## src/rtl/mips_step_datapath.sv

```systemverilog
// Single-step MIPS datapath (regfile, ALU, PC); each key_ok rising edge runs IDLE->READ->EXEC->WB, done 3 clocks after the edge.
// Step edges arriving while busy are dropped, not queued; OVERFLOW_TRAP_EN adds ovf_flag and blocks writeback/PC on ADD/SUB overflow.
module mips_step_datapath #(
  parameter int DATA_W = 16,
  parameter int RA_W   = 3,
  parameter int PC_W   = 8
) (
  input  logic              clk,
  input  logic              rst,
  input  logic              key_ok,
  input  logic [3:0]        sel,
  input  logic [RA_W-1:0]   data_1,
  input  logic [RA_W-1:0]   data_2,
  input  logic [RA_W-1:0]   dest,
  input  logic              use_imm,
  input  logic              wr_en,
  input  logic              branch,
  input  logic [PC_W-1:0]   offset,
  input  logic              load_pc,
  input  logic [DATA_W-1:0] data_in,
  output logic [DATA_W-1:0] alu_out,
  output logic              alu_zero_flag,
  output logic [PC_W-1:0]   pc,
  output logic              busy,
`ifdef OVERFLOW_TRAP_EN
  output logic              ovf_flag,
`endif
  output logic              done
);

  localparam int NREG = 1 << RA_W;
  localparam int SH_W = $clog2(DATA_W);

  typedef enum logic [1:0] {S_IDLE, S_READ, S_EXEC, S_WB} state_t;

  state_t state_q, state_d;

  logic              key_prev;
  logic              step_edge;
  logic              accept;

  logic [3:0]        sel_q;
  logic [RA_W-1:0]   d1_q, d2_q, dest_q;
  logic              imm_q, we_q, br_q;
  logic [PC_W-1:0]   off_q;
  logic [DATA_W-1:0] din_q;

  logic [DATA_W-1:0] a_q, b_q, res_q;
  logic [DATA_W-1:0] regs [NREG];
  logic [DATA_W-1:0] rd_a, rd_b;
  logic [DATA_W-1:0] alu_res;
  logic [DATA_W-1:0] add_v, sub_v;
  logic [SH_W-1:0]   shamt;
  logic              alu_ovf;
  logic              ovf_q;
  logic              commit;
  logic              taken;

  assign step_edge = key_ok & ~key_prev;
  // A simultaneous PC load takes priority and swallows the step.
  assign accept    = (state_q == S_IDLE) && step_edge && !load_pc;
  assign busy      = (state_q != S_IDLE);

  always_ff @(posedge clk) begin
    if (rst) state_q <= S_IDLE;
    else     state_q <= state_d;
  end

  always_comb begin
    state_d = state_q;
    case (state_q)
      S_IDLE:  if (accept) state_d = S_READ;
      S_READ:  state_d = S_EXEC;
      S_EXEC:  state_d = S_WB;
      S_WB:    state_d = S_IDLE;
      default: state_d = S_IDLE;
    endcase
  end

  assign rd_a = (d1_q == '0) ? '0 : regs[d1_q];
  assign rd_b = (d2_q == '0) ? '0 : regs[d2_q];

  assign add_v = a_q + b_q;
  assign sub_v = a_q - b_q;
  assign shamt = b_q[SH_W-1:0];

  always_comb begin
    alu_res = b_q;
    case (sel_q)
      4'd0:    alu_res = add_v;
      4'd1:    alu_res = sub_v;
      4'd2:    alu_res = a_q & b_q;
      4'd3:    alu_res = a_q | b_q;
      4'd4:    alu_res = a_q ^ b_q;
      4'd5:    alu_res = ~(a_q | b_q);
      4'd6:    alu_res = {{(DATA_W-1){1'b0}}, ($signed(a_q) < $signed(b_q))};
      4'd7:    alu_res = {{(DATA_W-1){1'b0}}, (a_q < b_q)};
      4'd8:    alu_res = a_q << shamt;
      4'd9:    alu_res = a_q >> shamt;
      4'd10:   alu_res = DATA_W'($signed(a_q) >>> shamt);
      4'd11:   alu_res = b_q << (DATA_W / 2);
      default: alu_res = b_q;
    endcase
  end

  // Signed overflow: operands' signs make the true result unrepresentable.
  always_comb begin
    alu_ovf = 1'b0;
    if (sel_q == 4'd0)
      alu_ovf = (a_q[DATA_W-1] == b_q[DATA_W-1]) && (add_v[DATA_W-1] != a_q[DATA_W-1]);
    else if (sel_q == 4'd1)
      alu_ovf = (a_q[DATA_W-1] != b_q[DATA_W-1]) && (sub_v[DATA_W-1] != a_q[DATA_W-1]);
  end

`ifdef OVERFLOW_TRAP_EN
  assign commit = !ovf_q;
`else
  assign commit = 1'b1;
`endif

  assign taken = br_q && (res_q == '0);

  always_ff @(posedge clk) begin
    if (rst) begin
      key_prev      <= 1'b1;
      sel_q         <= '0;
      d1_q          <= '0;
      d2_q          <= '0;
      dest_q        <= '0;
      imm_q         <= 1'b0;
      we_q          <= 1'b0;
      br_q          <= 1'b0;
      off_q         <= '0;
      din_q         <= '0;
      a_q           <= '0;
      b_q           <= '0;
      res_q         <= '0;
      ovf_q         <= 1'b0;
      alu_out       <= '0;
      alu_zero_flag <= 1'b0;
      pc            <= '0;
      done          <= 1'b0;
`ifdef OVERFLOW_TRAP_EN
      ovf_flag      <= 1'b0;
`endif
      for (int i = 0; i < NREG; i++) regs[i] <= '0;
    end else begin
      key_prev <= key_ok;
      done     <= 1'b0;
      case (state_q)
        S_IDLE: begin
          if (load_pc) begin
            pc <= data_in[PC_W-1:0];
          end else if (step_edge) begin
            sel_q  <= sel;
            d1_q   <= data_1;
            d2_q   <= data_2;
            dest_q <= dest;
            imm_q  <= use_imm;
            we_q   <= wr_en;
            br_q   <= branch;
            off_q  <= offset;
            din_q  <= data_in;
`ifdef OVERFLOW_TRAP_EN
            ovf_flag <= 1'b0;
`endif
          end
        end
        S_READ: begin
          a_q <= rd_a;
          b_q <= imm_q ? din_q : rd_b;
        end
        S_EXEC: begin
          res_q <= alu_res;
          ovf_q <= alu_ovf;
        end
        S_WB: begin
          alu_out       <= res_q;
          alu_zero_flag <= (res_q == '0);
          done          <= 1'b1;
          if (commit) begin
            if (we_q && dest_q != '0) regs[dest_q] <= res_q;
            pc <= taken ? (pc + PC_W'(1) + off_q) : (pc + PC_W'(1));
          end
`ifdef OVERFLOW_TRAP_EN
          else begin
            ovf_flag <= 1'b1;
          end
`endif
        end
        default: ;
      endcase
    end
  end

endmodule

```

## config.mk

```make
export PLATFORM = sky130hd
export DESIGN_NAME = mips_step_datapath
export DESIGN_NICKNAME = d
export VERILOG_FILES = /design/src/rtl/mips_step_datapath.sv
export SDC_FILE = /design/constraint.sdc
export NUM_CORES = 1
export LEC_CHECK = 0
export ABC_CLOCK_PERIOD_IN_PS = 3470
export CORE_MARGIN = 5
export CORE_UTILIZATION = 55
export CTS_CLUSTER_DIAMETER = 200
export DETAILED_ROUTE_END_ITERATION = 10
export GPL_TIMING_DRIVEN = 0
export PLACE_DENSITY_LB_ADDON = 0.12
export SLEW_MARGIN = 10
export SYNTH_ARGS = -nofsm -noshare
export SYNTH_HDL_FRONTEND = slang
export SYNTH_SLANG_ARGS = --single-unit
```

## constraint.sdc

```tcl
create_clock -name clk -period 3.47 [get_ports clk]
set_clock_uncertainty 0.1 [all_clocks]
set_input_delay 0.694 -clock clk [delete_from_list [all_inputs] [get_ports clk]]
set_output_delay 0.694 -clock clk [all_outputs]
set_load 0.02 [all_outputs]
```

Word-level counts from Yosys, hierarchy flattened

Memories as Yosys holds them, arrays and structs flattened. A register that Yosys moved wholly into a read port is not among the register bits.
Index checks and enable logic that the tools add are counted.
W data, S select, Z words.

Shifts and indexed selects: 3
Reductions and logical operators: 16
Bitwise gates (word level): 7
Add/subtract/negate cells: 4
Eq/ne operators: 16
Divide/modulo/power cells: 0
Multiplexer cells: 23
Magnitude comparators: 2
Multipliers: 0

Operators with widths:

| cell                  | count |
|---|---|
| $pmux W16 S12         | 1 |
| $mux W16              | 4 |
| $lt A16 B16 Y1        | 2 |
| $add A16 B16 Y16      | 1 |
| $and A16 B16 Y16      | 1 |
| $eq A4 B3 Y1 const B  | 4 |
| $eq A4 B4 Y1 const B  | 4 |
| $logic_not A16 Y1     | 1 |
| $mux W8               | 2 |
| $not A16 Y16          | 1 |
| $or A16 B16 Y16       | 1 |
| $pmux W8 S2           | 1 |
| $reduce_or A16 Y1     | 1 |
| $shl A16 B4 Y16       | 1 |
| $shr A16 B4 Y16       | 1 |
| $sshr A16 B4 Y16      | 1 |
| $sub A16 B16 Y16      | 1 |
| $xor A16 B16 Y16      | 1 |
| $mux W3               | 5 |
| $add A8 B1 Y8 const B | 1 |
| $add A8 B8 Y8         | 1 |
| $eq A4 B2 Y1 const B  | 2 |
| $mux W1               | 8 |
| $pmux W2 S4           | 1 |
| other kinds (16)      | 24 |

Bits in read-only memories: 0
Latch bits: 0
Bits in registers: 117
Memories: 1
Output and inout bits: 27
Memory bits (writable): 128
Bits of input ports: 44

Memories:

| name | depth | bits a word | read ports | clocked after Yosys merged registers in | wr ports | RTL line | source |
|---|---|---|---|---|---|---|---|
| regs | 8     | 16          | 2          | 2                                       | 8        | 49       | `logic [DATA_W-1:0] regs [NREG];` |

Longest topological paths before layout

Depth in word-level cells: 8
Depth in mapped cells: 13
Mapped depth without buffers: 11

Worst setup path before layout

Ideal clock, no wire load.

Kind: reg2reg
From: register b_q[1]
To: register res_q[15]
Cell stages (with the launch flop): 14
Setup time: 138 ps
Path buffers: 3
Slack: -87 ps
Data arrival time: 3319 ps
Clock period less this slack: 3557 ps
Path through: dfxtp_1 buf_2 buf_1 buf_2 inv_1 ha_1 a211oi_2 o21a_1 o21ai_2 a211o_1 a221o_1 a21o_1 a2111oi_1 o32ai_1

Cells in the longest elaborated chain, start to end: 2

RTL lines:

| item                                           | RTL line | source |
|---|---|---|
| start: declaration                             | 48       | `logic [DATA_W-1:0] a_q, b_q, res_q;` |
| start signal: assignment                       | 171      | `b_q <= imm_q ? din_q : rd_b;` |
| $sub A16 B16 Y16, or another cell as far along | 84       | `assign sub_v = a_q - b_q;` |
| $pmux W16 S12 *                                | 89       | `case (sel_q)` |
| end signal: assignment                         | 174      | `res_q <= alu_res;` |
| end: declaration                               | 48       |  |

Mark *: on every way between the ends. The rest lies on a longest branch, timed or not.
A chain may end at the register's enable or synchronous reset.

Worst setup path after layout

From: register sel_q[3]
To: register res_q[11]

Cells in the longest elaborated chain, start to end: 2

RTL lines:

| item                                       | RTL line | source |
|---|---|---|
| start: declaration                         | 42       | `logic [3:0] sel_q;` |
| start signal: assignment                   | 155      | `sel_q <= sel;` |
| $eq A4 B4 Y1, or another cell as far along | 89       |  |
| $pmux W16 S12 *                            | 89       |  |

Marked as above.

==> impl_metrics.tcl <==
set metrics [dict create \
    critical_path_cell_count 10 \
    finalSetupViolations 1 \
    width_of_the_chip_um 178.3 \
    grt_max_degree 20 \
    h_tree_levels 1 \
    place_congestion 1.035 \
    synth-edff-count 128 \
    cts_buffers 25 \
    cts.sinks 251 \
    synth_top_area_share_pct 24.67 \
    max-cap-violations 0 \
    ys_seq_elements 251 \
    yosys.area.top_type "edfxtp_1" \
    synth_top_cells_by_count "nor2_1 (137), nand2_1 (136), a21oi_1 (132), edfxtp_1 (128), dfxtp_1 (123)" \
    number_of_i_o_port_buffers 69 \
    placementRows 61 \
    path_clk_slew_ns 0.06 \
    instances_no_fill 2071 \
    req_time_crit_path_ns 3.75 \
    initial_core_utilization_pct 55.92 \
    initial_antenna_violation_count 1 \
    finished_cell_area_mm2 0.01793 \
    finalHoldViolCount 0 \
    final-max-slew-violation-count 0 \
    timing.critical_path.from_type "flip-flop" \
    core_region_area_mm2 0.02786 \
    syn-cell-area_mm2 0.01558 \
    worstHoldStart "off_q[6]" \
    num_vias 13549 \
    synthTopCellsByArea "edfxtp_1 (25%), dfxtp_1 (16%), mux4_2 (11%)" \
    path_delay_family "compound AO/OA/AOI/OAI gates" \
    first_pass_grt_wire_length_mm 80.43 \
    powerDensity_mw_per_mm2 544.7 \
    drt_first_iter_violations 1522 \
    slew_headroom_pct 8.489 \
    static-leakage-power_nw 6.297 \
    final_period_minus_worst_setup_slack_ns 3.475 \
    clockRootBuffer "clkbuf_16" \
    layout_worst_path_cycle_share_pct 100.1 \
    die_height_um 178.3 \
    num-nets-final 1788 \
    cp_cell_sequence "clkbuf_2 -> nor2b_1 -> buf_2 -> nand2_1 -> clkbuf_1 -> nor2_1 -> a2111oi_0 -> o211ai_1 -> a211oi_2 -> o32ai_1" \
    io_pins 71 \
    grt_overflow 0 \
    clock_latency_ns 0.52 \
    dominantRegCellSynth "edfxtp_1" \
    wirelength_mm 53.60 \
    holdBufCountCts 0 \
    worst_path_largest_cell_delay_ns 0.97 \
    rsz0062_at_grt "false" \
    timing.rr.start "sel_q[3]" \
    crit_path_top_delay_cell "a2111oi_0" \
    placed_area_mm2 0.01681 \
    worst_setup_path_end_kind "flip-flop" \
    grt_pass1_vias 13236 \
    ff2ff_path_depth 10 \
    synthArstFlopShare_pct 0 \
    wire_per_inst_um 25.88 \
    worst_ir_drop_vdd_uv 472.7 \
    average_cell_area_after_synthesis_um2 10.01 \
    vias_per_cell 6.542 \
    final.setup.worst_slack_ns -0.004600 \
    worst_hold_path.num_cells 2 \
    worst_hold_slack_ns 0.3648 \
    critical_path_class "flip-flop to flip-flop" \
    synthesis.yosys.warnings 0 \
    timing.fmax_ghz 0.2878 \
    drc 0 \
    yosysSeqAreaShare_pct 40.48 \
    synthCells 1557 \
    yosysMostFrequentCell "nor2_1" \
    area_growth_syn_to_layout_pct 15.08 \
    path_buf_inv 3 \
    status "complete, but fails checks" \
    crit_path_max_fanout 10 \
    worstSetupStartpoint "sel_q[3]" \
    detail-route-antenna-nets 0 \
    critPathArrivalTime_ns 3.75 \
    clock_path_buffers 3 \
    slew_of_the_pin_with_the_lowest_slew_margin_ns 1.362 \
    floorplan.die_area_mm2 0.03179 \
    n_antenna_cell 0 \
    worstHoldPathType "flip-flop to flip-flop" \
    cts_tree "yes" \
    globalRouteTotalUtil_pct 33.46 \
    post-dp-hpwl_mm 39.48 \
    placed_cell_count 2019 \
    yosys.cell_types.count 73 \
    layout_cell_share_with_drive_strength_beyond_1_pct 13.59 \
    first_pass_iters 8 \
    violations_in_the_final_reports "negative setup slack" \
]
cells by family after synthesis:
family                   synth area share, %
AO/OA/AOI/OAI                          15.90
XOR/XNOR                              0.8433
adder cells (fa/ha/maj)                5.686
buffers and inverters                  4.562
flip-flops                             40.48
multiplexers                           16.95
other                                0.02407
AND/OR/NAND/NOR                        15.55
cells in the final DEF (no fill, tap or decap), types with 35 or more instances in the layout:
cell type and count:
a211oi_1 35, a21oi_1 130, and2_1 95, clkbuf_1 87, clkdlybuf4s50_1 69, dfxtp_1 112, edfxtp_1 128, ha_1 65
inv_1 55, mux2i_1 58, mux4_2 77, nand2_1 136, nor2_1 137, nor3_1 37, o21ai_0 55
flip-flops by register name (all words and copies together), names as in the netlist, 3 cells and up, named ones only:
| name | count |
|---|---|
| res_q | 16 |
| alu_out | 16 |
| pc | 8 |
| dest_q | 3 |
| b_q | 16 |
| d1_q | 3 |
| a_q | 16 |
| din_q | 16 |
| d2_q | 3 |
| regs | 128 |
| sel_q | 4 |
| off_q | 8 |
worst reg2reg max path: stages, from the launching register on:
cell and delay (ns):
dfxtp_1 0.30, clkbuf_2 0.17, nor2b_1 0.16, buf_2 0.18, nand2_1 0.15, clkbuf_1 0.49
nor2_1 0.15, a2111oi_0 0.97, o211ai_1 0.24, a211oi_2 0.30, o32ai_1 0.13
per-layer routing:
layer	track usage, %	wire length (µm)	vias to the layer above
li1	-	-	5981
met1	45.67	21010	6563
met4	19.41	3952	2
met2	51.85	23740	822
met5	0	7	-
met3	3.985	4887	181
timing repair:
action	4_1_cts	5_1_grt
endpoints found under the setup margin	13	9
pin swaps	5	6
endpoints found under the hold margin	0	0
buffers inserted	2	8
resized for setup	27	24
metrics by stage:
stage	setup TNS (ns)	util, %	total power, mW	setup WS [ns]
after floorplan	0	-	5.540	0.04050
after global placement	-7.142	60.31	6.504	-1.175
after detailed placement	-6.441	60.33	6.526	-1.059
after CTS	0	63.86	9.529	0.01158
after global routing	0	64.35	10.13	0.00007239
final	-0.004600	64.35	9.765	-0.004600
area by class of cell:
cell class / count / area [µm²]
tap: 378 / 473.0
sequential: 251 / 6327
fill: 2321 / 9931
buffer: 118 / 520.5
timing repair buffer: 79 / 765.7
clock inverter: 16 / 185.2
clock buffer: 29 / 693.2
multi-input combinational: 1141 / 8731
inverter: 59 / 231.5
where the power goes:
part	internal [mW]	leakage [nW]	switching (mW)	total [mW]
clock network	1.73	0.427	1.17	2.90
registers	3.31	2.31	0.247	3.56
logic	1.27	3.55	2.04	3.31
worst paths after layout:
check	end	slack (ns)
worst max-delay path	res_q[11]	-0.005
worst max register to register	res_q[11]	-0.005
worst min-delay path	off_q[6]	0.36
worst min register to register	off_q[6]	0.36
No activity file was read; power rests on OpenSTA's default activity.
